--- src/rtl/vga_frame_capture.sv ---
// rtl/vga_frame_capture.sv - VGA pin receiver: locks to sync timing and streams active pixels
// Define VGA_CAP_CRC_EN to add a per-frame CRC-16-CCITT on o_frame_crc.
module vga_frame_capture #(
  parameter int COL_BITS = 4,
  parameter int WIDTH    = 640,
  parameter int HEIGHT   = 480,
  parameter int H_SYNC   = 96,
  parameter int H_BP     = 48,
  parameter int H_TOTAL  = 800,
  parameter int V_BP     = 33,
  parameter bit SYNC_POL = 1'b0,
  localparam int RW = $clog2(HEIGHT),
  localparam int CW = $clog2(WIDTH),
  localparam int PW = 3 * COL_BITS
) (
  input  logic                i_clk,
  input  logic                i_rst,
  input  logic                i_en,
  input  logic                i_hsync,
  input  logic                i_vsync,
  input  logic [COL_BITS-1:0] i_r,
  input  logic [COL_BITS-1:0] i_g,
  input  logic [COL_BITS-1:0] i_b,
  output logic                o_pix_valid,
  output logic [RW-1:0]       o_pix_row,
  output logic [CW-1:0]       o_pix_col,
  output logic [PW-1:0]       o_pix_rgb,
  output logic                o_frame_done,
  output logic                o_locked,
  output logic                o_err_line,
  output logic [15:0]         o_frame_crc
);
  localparam int HW        = $clog2(H_TOTAL + 1);
  localparam int LW        = $clog2(V_BP + 1);
  localparam int PIX_START = H_SYNC + H_BP;
  localparam int PIX_END   = PIX_START + WIDTH;

  typedef enum logic [2:0] {SEEK, VSYNC, VBP, ACTIVE, VFP} state_t;

  state_t        state;
  logic          hs_s, hs_d, vs_s, vs_d;
  logic [PW-1:0] rgb_s;
  logic [HW-1:0] hcnt, hpos;
  logic [LW-1:0] line_q;
  logic [RW-1:0] row_q;
  logic [CW-1:0] col;
  logic          last_q, gated_q;
  logic          hs_edge, vs_on, vs_edge, go_vsync, line_bad, pix_act, last_pix;

  // hpos is the horizontal position of the sample now held in the sync stage
  always_comb begin
    hs_edge  = (hs_s == SYNC_POL) && (hs_d != SYNC_POL);
    vs_on    = (vs_s == SYNC_POL);
    vs_edge  = vs_on && (vs_d != SYNC_POL);
    if (hs_edge)                    hpos = '0;
    else if (hcnt == HW'(H_TOTAL))  hpos = hcnt;
    else                            hpos = hcnt + 1'b1;
    col      = CW'(32'(hpos) - PIX_START);
    pix_act  = (state == ACTIVE) && (32'(hpos) >= PIX_START) && (32'(hpos) < PIX_END);
    last_pix = pix_act && (row_q == RW'(HEIGHT - 1)) && (col == CW'(WIDTH - 1));
    line_bad = hs_edge && (32'(hcnt) + 32'd1 != 32'(H_TOTAL));
    go_vsync = vs_edge && (state inside {SEEK, ACTIVE, VFP});
  end

`ifdef VGA_CAP_CRC_EN
  logic [15:0] crc_q;

  function automatic logic [15:0] crc_step(input logic [15:0] crc, input logic [PW-1:0] d);
    logic [15:0] c;
    logic        fb;
    c = crc;
    for (int i = PW - 1; i >= 0; i--) begin
      fb = c[15] ^ d[i];
      c  = {c[14:0], 1'b0} ^ (fb ? 16'h1021 : 16'h0000);
    end
    return c;
  endfunction
`else
  assign o_frame_crc = 16'h0000;
`endif

  always_ff @(posedge i_clk) begin
    if (i_rst) begin
      hs_s         <= ~SYNC_POL;
      hs_d         <= ~SYNC_POL;
      vs_s         <= ~SYNC_POL;
      vs_d         <= ~SYNC_POL;
      rgb_s        <= '0;
      hcnt         <= '0;
      line_q       <= '0;
      row_q        <= '0;
      state        <= SEEK;
      last_q       <= 1'b0;
      gated_q      <= 1'b0;
      o_pix_valid  <= 1'b0;
      o_pix_row    <= '0;
      o_pix_col    <= '0;
      o_pix_rgb    <= '0;
      o_frame_done <= 1'b0;
      o_locked     <= 1'b0;
      o_err_line   <= 1'b0;
`ifdef VGA_CAP_CRC_EN
      crc_q        <= 16'hFFFF;
      o_frame_crc  <= 16'h0000;
`endif
    end else begin
      hs_s         <= i_hsync;
      hs_d         <= hs_s;
      vs_s         <= i_vsync;
      vs_d         <= vs_s;
      rgb_s        <= {i_r, i_g, i_b};
      hcnt         <= hpos;
      o_pix_valid  <= pix_act && i_en;
      o_frame_done <= last_q;
      // a frame with any gated pixel is not reported as done
      last_q       <= last_pix && i_en && !gated_q && !go_vsync;
      if (pix_act && i_en) begin
        o_pix_row <= row_q;
        o_pix_col <= col;
        o_pix_rgb <= rgb_s;
      end
      if (pix_act && !i_en) gated_q <= 1'b1;
`ifdef VGA_CAP_CRC_EN
      if (pix_act && i_en) crc_q <= crc_step(crc_q, rgb_s);
      if (last_q) o_frame_crc <= crc_q;
      if (go_vsync) crc_q <= 16'hFFFF;
`endif
      if (go_vsync) begin
        state   <= VSYNC;
        gated_q <= 1'b0;
        if (state == ACTIVE) begin
          o_err_line <= 1'b1;
          o_locked   <= 1'b0;
        end
      end else if (o_locked && line_bad) begin
        state      <= SEEK;
        o_err_line <= 1'b1;
        o_locked   <= 1'b0;
      end else begin
        case (state)
          VSYNC: if (!vs_on) begin
            state  <= VBP;
            line_q <= '0;
          end
          VBP: if (hs_edge) begin
            if (32'(line_q) == V_BP - 1) begin
              state    <= ACTIVE;
              row_q    <= '0;
              o_locked <= 1'b1;
            end else begin
              line_q <= line_q + 1'b1;
            end
          end
          ACTIVE: begin
            if (hs_edge) row_q <= row_q + 1'b1;
            if (last_pix) state <= VFP;
          end
          SEEK, VFP: ;
          default: state <= SEEK;
        endcase
      end
    end
  end
endmodule
--- config.mk ---
export PLATFORM = sky130hd
export DESIGN_NAME = vga_frame_capture
export DESIGN_NICKNAME = d
export VERILOG_FILES = /design/src/rtl/vga_frame_capture.sv
export SDC_FILE = /design/constraint.sdc
export NUM_CORES = 1
export LEC_CHECK = 0
export CAP_MARGIN = 5
export CORE_ASPECT_RATIO = 1.25
export CORE_MARGIN = 2
export CORE_UTILIZATION = 39
export DETAILED_ROUTE_END_ITERATION = 12
export SLEW_MARGIN = 5
export SYNTH_ARGS = -nofsm -noshare
export SYNTH_HDL_FRONTEND = slang
export SYNTH_SLANG_ARGS = --single-unit
--- constraint.sdc ---
create_clock -name i_clk -period 7.1 [get_ports i_clk]
set_input_delay 0.71 -clock i_clk [delete_from_list [all_inputs] [get_ports i_clk]]
set_output_delay 0.71 -clock i_clk [all_outputs]
set_load 0.02 [all_outputs]
==> results of run 1 <==
-- registers in the layout (all words and copies together) (netlist names), 3 cells and up --
name / count
state: 3
o_pix_rgb: 12
o_pix_row: 9
o_pix_col: 10
row_q: 9
line_q: 6
rgb_s: 12
hcnt: 10
-- cells by family (layout without fill, tap and decap cells) --
kind of cell | after synthesis | after routing | synth area share (%)
other | 1 | 16 | 0.0901
flip-flops | 81 | 81 | 39.0
AO/OA/AOI/OAI | 126 | 126 | 19.3
adder cells (fa/ha/maj) | 8 | 8 | 2.41
multiplexers | 9 | 9 | 2.38
buffers and inverters | 63 | 78 | 7.67
AND/OR/NAND/NOR | 201 | 201 | 27.1
XOR/XNOR | 10 | 10 | 2.10
-- worst paths after layout --
kind | from | slack (ns) | cells after the start | to
setup / recovery | hcnt[0] | 3.19 | 9 | o_pix_col[0]
hold / removal | gated_q | 0.44 | 1 | last_q
setup reg to reg | hcnt[0] | 3.19 | 9 | o_pix_col[0]
hold reg to reg | gated_q | 0.44 | 1 | last_q
-- power breakdown --
| part | switching (mW) | internal, mW | total, mW |
|---|---|---|---|
| registers | 0.00730 | 0.461 | 0.469 |
| clock network | 0.197 | 0.286 | 0.483 |
| logic | 0.0378 | 0.0205 | 0.0583 |
-- cells in the mapped netlist, drive strengths merged (7+ instances only) --
cell type and n:
dfxtp 81, a21oi 46, nand2 31, nor2 31
nand4 29, nor2b 28, buf 27, clkbuf 27
o31ai 23, o21ai 21, nand3 14, nor3 11
or4 10, a31oi 8, ha 8, inv 8
or2 8, and2 7, mux2 7, nor4 7
-- metal layers --
layer,vias up,GRT usage [%],wire length [um]
met1,1742,24.0,4560
met3,19,4.39,476
met5,-,0,0
met4,0,7.57,232
li1,1837,-,-
met2,95,29.9,4990
-- worst max-delay path, cell delays in order (launching register included) --
cell and delay (ns):
dfxtp_1 0.50, nand3_1 0.30, o21ai_0 0.40, a21o_1 0.23
ha_1 0.24, nor3b_1 0.44, o41a_1 0.28, o21ba_1 0.88
nor3_4 0.19, mux2_2 0.33
-- stage by stage --
stage	util (%)	area, sq um	hold WS, ns
global placement	43.9	4620	0.432
finish	46.9	4930	0.439
global route	46.9	4930	0.470
detailed placement	43.9	4620	0.441
floorplan	-	4220	0.398
CTS	46.9	4930	0.443
-- layout make-up --
cell class,instances,area (sq um),area share [%]
multi-input cells,370,2280,46.2
flip-flops and latches,81,1620,32.9
repair buffers,53,520,10.6
clock buffers,10,239,4.85
well taps,132,165,3.35
clock inverters,6,73.8,1.50
inverters,9,33.8,0.685
==> results.py, run 1 <==
metrics = {
    "placement": {
        "dp.final_hpwl_um": 6920,
        "detailedPlace.worstSlack_ns": 3.19,
        "io_buffers": 51,
        "gp_congestion": 0.861,
        "dp.cells": 645,
    },
    "timing": {
        "rsz0062_at_grt": "no",
        "worst_pin_slew_ns": 1.12,
        "worst_slack_ns": 3.19,
        "post-route-period-util_pct": 55.0,
        "worst_clock_skew_ns": 0.0105,
        "timing.fmax_ghz": 0.256,
        "finalSetupTns_ns": 0,
        "slew_violations": 0,
        "setup_viol": 0,
        "slew_headroom_pct": 25.3,
        "hold_viol": 0,
        "fin_crit_ns": 3.91,
    },
    "final_layout": {
        "finalNetCount": 549,
        "final_cells": 661,
        "layout_common_cells": "dfxtp_1, clkdlybuf4s50_1, a21oi_1",
        "mostFrequentLayoutCell": "dfxtp_1",
        "drive_gt1_share_pct": 7.75,
        "fillers": 1033,
        "syn2layout_area_growth_pct": 18.5,
        "num_antenna_cells": 0,
    },
    "clock_network": {
        "cts_tree": "done",
        "cts_buffer_depth": 2,
        "hold_buffers": 0,
        "cts_resized": 0,
        "root_buffer": "clkbuf_16",
        "htree_levels": 3,
        "cts.sinks": 81,
        "clkSlewWorstSetupHoldPaths_ns": 0.07,
        "clk-insertion-delay-late_ns": 0.34,
        "cts_buffers": 9,
        "postCtsSetupBuffers": 0,
    },
    "global_routing": {
        "gr-total-overflow": 0,
        "grt_first_pass_wirelength_um": 17000,
        "antenna_found_initial": 0,
        "grt_max_degree": 81,
        "grt_use_total_pct": 18.7,
        "grt_pass1_vias": 3519,
    },
    "worst_setup_path": {
        "critPathKind": "flop to flop",
        "crit_path_max_fanout": 26,
        "crit_required_ns": 7.32,
        "critPathLaunchType": "flop",
        "cp.arrival_ns": 4.13,
        "end_kind": "flop",
    },
    "power": {
        "peakVddDrop_uv": 150,
        "powerDensity_nw_per_um2": 205,
        "total_power_mw": 1.01,
        "p_leak_nw": 1.65,
    },
    "route": {
        "first_iter_violations": 173,
        "wire_per_inst_um": 15.5,
        "drt-total-wl_um": 10300,
        "antenna_left": 0,
        "drcViolationCount": 0,
        "viasPerCell": 5.59,
        "vias": 3693,
        "dr.pass1.iters": 5,
    },
    "yosys": {
        "syn-cell-area_sq_um": 4160,
        "ys_types": 59,
        "postSynthCellCount": 499,
        "synth_top_cell_by_area": "dfxtp_1",
        "yosys_warnings": 0,
        "syn_avg_cell_area_sq_um": 8.34,
        "ys.flop_type": "dfxtp_1",
        "synth_area_leaders": "dfxtp_1, a21oi_1, nand4_1, nor2b_1, o31ai_1",
        "async_flop_share_pct": 0,
        "ys_seq_area_share_pct": 39.0,
        "netlist.area_leader.share_pct": 39.0,
        "synth-seq-cells": 81,
        "synth_edf_count": 0,
    },
    "floorplan": {
        "coreArea_sq_um": 10500,
        "rows": 42,
        "die_h_um": 119,
        "fp.dieArea_sq_um": 11500,
        "die_w_um": 96.4,
        "start_util_pct": 39.6,
        "io_pins": 68,
    },
    "status": {
        "outcome": "finished clean",
    },
    "run": {
        "drv_cap": 0,
    },
    "min_path": {
        "hp-class": "flop to flop",
    },
}
No activity file was read; power rests on OpenSTA's default activity.
==> run 2, diff against run 1 <==
clock period = 3.62 ns   (was 7.1 ns; I/O delays follow)
==> run 2 against run 1 <==
Effect of this change: critical path depth up 3; power up 85%; non-clock buffer count up 10; clock power up 72%; hold slack worse by 0.018 ns; via count up 0.24%; die area unchanged; count of clock-buffer cells in the layout up 2; wire length up 3.6%; worst setup slack worse by 2.9 ns; highest routed layer unchanged.
==> results.py, run 2 (synthesized netlist as in run 1, its figures left out) <==
metrics = {
    "power": {
        "total_power_mw": 1.87,
        "clockPowerShare_pct": 44.4,
        "switching_share_pct": 24.4,
        "pwr-share-seq_pct": 49.2,
        "netSwitchingPower_mw": 0.455,
        "p_int_mw": 1.41,
        "p_leak_nw": 1.66,
        "power_frac_comb_pct": 6.3,
        "powerDensity_nw_per_um2": 376,
        "peakVddDrop_uv": 181,
    },
    "timing": {
        "finalSetupTns_ns": 0,
        "timing.fmax_ghz": 0.301,
        "rsz0062_at_grt": "no",
        "slew_violations": 0,
        "slew_headroom_pct": 46.2,
        "setup_viol": 0,
        "fin_crit_ns": 3.32,
        "hold_viol": 0,
        "worst_clock_skew_ns": 0.00681,
        "worst_pin_slew_ns": 0.808,
        "post-route-period-util_pct": 91.8,
    },
    "clock_network": {
        "postCtsSetupBuffers": 0,
        "clkSlewWorstSetupHoldPaths_ns": 0.06,
        "cts_buffer_depth": 2,
        "cts_buffers": 9,
        "htree_levels": 3,
        "root_buffer": "clkbuf_16",
        "cts_tree": "done",
        "cts.sinks": 81,
        "clk-insertion-delay-late_ns": 0.34,
    },
    "worst_setup_path": {
        "critPathKind": "flop to flop",
        "crit_chain": "ha_1 -> nand3_1 -> xor2_1 -> nor2_1 -> inv_1 -> ha_1 -> nor3b_1 -> nand4b_1 -> or4_1 -> or4_1 -> a2111o_1 -> a211oi_1",
        "path_buf_inv": 1,
        "crit_path_top_delay_cell": "dfxtp_1",
        "critPathLaunchType": "flop",
        "cp_top_family": "simple AND/OR/NAND/NOR gates",
        "regToRegSetupSlack_ns": 0.30,
        "crit_path_max_fanout": 7,
        "cp.arrival_ns": 3.58,
        "end_kind": "flop",
        "crit_required_ns": 3.88,
        "crit_path_start": "hcnt[1]",
        "slowest_delay_ns": 0.44,
        "r2r-start": "hcnt[1]",
    },
    "route": {
        "drcViolationCount": 0,
        "dr.pass1.iters": 4,
        "vias": 3702,
        "first_iter_violations": 178,
        "drt-total-wl_um": 10600,
        "viasPerCell": 5.52,
        "antenna_left": 0,
        "wire_per_inst_um": 15.8,
    },
    "floorplan": {
        "coreArea_sq_um": 10500,
        "die_w_um": 96.4,
        "start_util_pct": 39.6,
        "die_h_um": 119,
        "rows": 42,
        "fp.dieArea_sq_um": 11500,
        "io_pins": 68,
    },
    "global_routing": {
        "grt_use_total_pct": 19.6,
        "grt_max_degree": 44,
        "met1_usage_pct": 25.8,
        "gr-total-overflow": 0,
        "grt_use_met2_pct": 31.6,
        "use_met3_pct": 4.52,
        "grt_pass1_vias": 3531,
        "grt-busiest-layer": "met2",
        "grt_first_pass_wirelength_um": 17700,
        "antenna_found_initial": 0,
    },
    "final_layout": {
        "layout_common_cells": "dfxtp_1, clkdlybuf4s50_1, a21oi_1",
        "finalNetCount": 559,
        "syn2layout_area_growth_pct": 19.2,
        "final_cells": 671,
        "mostFrequentLayoutCell": "dfxtp_1",
        "multiInputGateArea_sq_um": 2280,
        "ff_latch_area_sq_um": 1620,
        "drive_gt1_share_pct": 9.09,
        "top_regs": "o_pix_rgb (12), rgb_s (12)",
        "num_antenna_cells": 0,
        "fillers": 1032,
    },
    "status": {
        "outcome": "finished clean",
    },
    "placement": {
        "dp.cells": 655,
        "gp_congestion": 0.860,
        "io_buffers": 51,
        "dp.final_hpwl_um": 7300,
    },
    "run": {
        "drv_cap": 0,
    },
    "min_path": {
        "min_from": "gated_q",
        "hp-class": "flop to flop",
    },
}
[run 2: cell count changes in the layout (fill, tap and decap cells not counted), moves of 2 or more]
cell	before	now
clkbuf_1	0	3
inv_6	2	0
clkinvlp_4	0	4
clkinv_4	3	0
buf_4	2	12
[run 2: timing repair]
| item | CTS | global route |
|---|---|---|
| setup endpoints to repair | 0 | 2 |
| gates resized for setup | 0 | 1 |
| hold buffers | 0 | 0 |
[run 2: final cells by class]
class,count,area share (%)
clock buffers,12,4.77
clock inverters,4,0.605
inverters,9,0.681
multi-input cells,370,45.9
flip-flops and latches,81,32.7
well taps,132,3.33
repair buffers,63,12.0
[run 2: final timing paths]
| check | to | cells after the start |
|---|---|---|
| setup / recovery | state[2] | 12 |
| hold / removal | last_q | 1 |
| hold reg to reg | last_q | 1 |
| setup reg to reg | state[2] | 12 |
[run 2: per-layer routing]
metal / part of all wire (%) / vias up
li1: - / 1861
met2: 49 / 97
met1: 45 / 1731
met3: 4.0 / 13
met5: 0 / -
met4: 1.9 / 0
[run 2: per-stage QoR]
stage          utilization [%]  hold WS (ns)  instance area (sq um)  setup WS, ns
2_1_floorplan                -         0.398                   4220         0.611
4_1_cts                   47.2         0.425                   4960         0.234
5_1_grt                   47.2         0.458                   4960       0.00755
3_5_place_dp              44.7         0.414                   4690         0.271
6_report                  47.2         0.421                   4960         0.299
3_3_place_gp              44.7         0.414                   4690         0.360
[run 2: worst register-to-register path: stages (launching register included)]
cell and delay [ns]:
dfxtp_1 0.44, ha_1 0.27, nand3_1 0.18, xor2_1 0.25, nor2_1 0.08, inv_1 0.12, ha_1 0.17, nor3b_1 0.19
nand4b_1 0.12, or4_1 0.38, or4_1 0.40, a2111o_1 0.42, a211oi_1 0.22
[run 2: power by group through the flow]
stage                     clock [mW]  sequential [mW]  combinational (mW)
after detailed placement           0            0.939               0.118
after CTS                      0.847            0.919               0.118
after global placement             0            0.938               0.117
final                          0.830            0.919               0.118
after floorplan                    0            0.931              0.0985
after global routing           0.886            0.921               0.132
==> run 3, diff against run 2 <==
ABC_AREA = 1   (was not set)
==> run 3 against run 2 <==
Effect of this change: non-clock buffer count is 8 lower; via count is 13% lower; global-route usage down 2.8 points; synthesized cell count grew 2.8%; critical path depth grew 5; critical endpoint is now o_pix_rgb[8].
==> results.py, run 3 <==
metrics = {
    "power": {
        "total_power_mw": 1.85,
        "peakVddDrop_uv": 300,
        "powerDensity_nw_per_um2": 410,
        "p_leak_nw": 2.02,
    },
    "clock_network": {
        "htree_levels": 3,
        "cts_resized": 0,
        "cts_buffers": 9,
        "clk-insertion-delay-late_ns": 0.33,
        "postCtsSetupBuffers": 0,
        "cts_buffer_depth": 2,
        "root_buffer": "clkbuf_16",
        "hold_buffers": 0,
        "cts_tree": "done",
        "clkSlewWorstSetupHoldPaths_ns": 0.06,
        "cts.sinks": 81,
    },
    "worst_setup_path": {
        "crit_path_max_fanout": 24,
        "critPathKind": "flop to flop",
        "crit_path_top_delay_cell": "dfxtp_1",
        "crit_chain": "ha_1 -> nand2_2 -> o21bai_1 -> nand2_1 -> nor2_1 -> inv_1 -> ha_1 -> nand2_1 -> nand2_1 -> nand2_1 -> nor2_1 -> nand2_1 -> nand2_2 -> nor2_4 -> buf_4 -> o21ai_0 -> nor2_1",
        "slowest_delay_ns": 0.38,
        "r2r-start": "hcnt[0]",
        "cp_common_cell": "nand2_1",
        "critPathLaunchType": "flop",
        "crit_path_start": "hcnt[0]",
        "end_kind": "flop",
        "crit_required_ns": 3.89,
        "cp.arrival_ns": 3.24,
        "regToRegSetupSlack_ns": 0.65,
    },
    "floorplan": {
        "fp.dieArea_sq_um": 10200,
        "start_util_pct": 40.1,
        "die_w_um": 90.9,
        "coreArea_sq_um": 9170,
        "die_h_um": 113,
        "io_pins": 68,
        "rows": 39,
    },
    "global_routing": {
        "grt_pass1_vias": 3028,
        "gr-total-overflow": 0,
        "grt_max_degree": 36,
        "grt_use_total_pct": 16.8,
        "grt_first_pass_wirelength_um": 13800,
        "antenna_found_initial": 0,
    },
    "timing": {
        "slew_violations": 0,
        "post-route-period-util_pct": 82.1,
        "worst_clock_skew_ns": 0.00330,
        "timing.fmax_ghz": 0.336,
        "setup_viol": 0,
        "finalSetupTns_ns": 0,
        "worst_pin_slew_ns": 0.679,
        "rsz0062_at_grt": "no",
        "worst_slack_ns": 0.648,
        "fin_crit_ns": 2.97,
        "hold_viol": 0,
        "slew_headroom_pct": 54.7,
    },
    "final_layout": {
        "drive_gt1_share_pct": 6.69,
        "layout_common_cells": "nor2_1, dfxtp_1, nand2_1",
        "syn2layout_area_growth_pct": 22.8,
        "finalNetCount": 588,
        "mostFrequentLayoutCell": "nor2_1",
        "num_antenna_cells": 0,
        "finalInstanceArea_sq_um": 4520,
        "top_regs": "o_pix_rgb (12), rgb_s (12)",
    },
    "route": {
        "met1_length_um": 3550,
        "route.met2.wl_um": 3910,
        "vias": 3209,
        "top_layer_used": "met4",
        "antenna_left": 0,
        "wire_per_inst_um": 11.7,
        "dr.pass1.iters": 4,
        "drcViolationCount": 0,
        "drt-total-wl_um": 8080,
        "viasPerCell": 4.64,
        "routed-wl-met3_um": 421,
        "first_iter_violations": 134,
    },
    "placement": {
        "io_buffers": 51,
        "placed_area_sq_um": 4230,
        "detailedPlace.worstSlack_ns": 0.619,
        "dp.final_hpwl_um": 5970,
        "gp_congestion": 0.867,
    },
    "yosys": {
        "postSynthCellCount": 513,
        "synth_edf_count": 0,
        "async_flop_share_pct": 0,
        "synth-seq-cells": 81,
        "netlist.area_leader.share_pct": 44.1,
        "synth_most_common_cell": "nor2_1",
        "synth_area_leaders": "dfxtp_1, nor2_1, nand2_1, inv_1, o21ai_0",
        "ys.flop_type": "dfxtp_1",
        "yosys-top-cells-count": "nor2_1, dfxtp_1, nand2_1",
        "ys_seq_area_share_pct": 44.1,
        "synth_top_cell_by_area": "dfxtp_1",
        "ys_types": 34,
        "syn_avg_cell_area_sq_um": 7.17,
        "syn-cell-area_sq_um": 3680,
        "yosys_warnings": 0,
    },
    "run": {
        "drv_cap": 0,
    },
    "min_path": {
        "hp-class": "flop to flop",
        "min_from": "last_q",
    },
    "status": {
        "outcome": "finished clean",
    },
}
-- run 3: cell types whose count changed in the layout (fill, tap and decap cells not counted), moves of 10 or more --
cell / previous run / this run
nor2_1: 31 / 114
inv_1: 8 / 60
nand2_1: 31 / 73
nor2b_1: 28 / 0
o31ai_1: 23 / 0
a21oi_1: 46 / 26
nand4_1: 29 / 12
o21ai_0: 21 / 36
or4_1: 10 / 0
-- run 3: final timing paths --
path	endpoint	depth (start not counted)
worst max-delay path	o_pix_rgb[8]	17
worst min-delay path	o_frame_done	2
worst max register to register	o_pix_rgb[8]	17
worst min register to register	o_frame_done	2
-- run 3: metrics by stage --
stage,util [%],hold WS (ns),std cells
floorplan,-,0.388,528
global placement,46.2,0.406,675
detailed placement,46.2,0.399,675
CTS,49.2,0.414,691
global route,49.2,0.435,691
finish,49.2,0.416,691
-- run 3: cell families after synthesis --
family | Yosys count | synth area share (%)
buf+inv | 95 | 11.8
fa+ha+maj | 8 | 2.72
xor+xnor | 9 | 2.14
mux | 1 | 0.272
simple gates | 247 | 28.8
other cells | 1 | 0.102
compound gates | 71 | 10.1
flops | 81 | 44.1
-- run 3: critical path: cells and delay by family (launching register included) --
kind / cells / cell delay, ns
buffers and inverters: 2 / 0.42
AO/OA/AOI/OAI: 2 / 0.28
AND/OR/NAND/NOR: 11 / 1.33
flip-flops: 1 / 0.38
adder cells (fa/ha/maj): 2 / 0.48
-- run 3: routing by layer --
metal / vias to the layer above / GRT usage [%]
li1: 1690 / -
met1: 1429 / 19.3
met2: 76 / 28.5
met3: 14 / 4.63
met4: 0 / 8.59
met5: - / 0
-- run 3: cell type report --
class                   count  area [sq um]
well taps                 123           154
inverters                  64           240
flip-flops and latches     81          1620
clock inverters             5          30.0
repair buffers             55           541
clock buffers              11           253
fillers                   919          4660
multi-input cells         352          1680
-- run 3: where the power goes --
group          switching (mW)  internal (mW)  total (mW)
Sequential            0.00680          0.905       0.912
Clock                   0.342          0.497       0.839
Combinational          0.0638         0.0354      0.0992
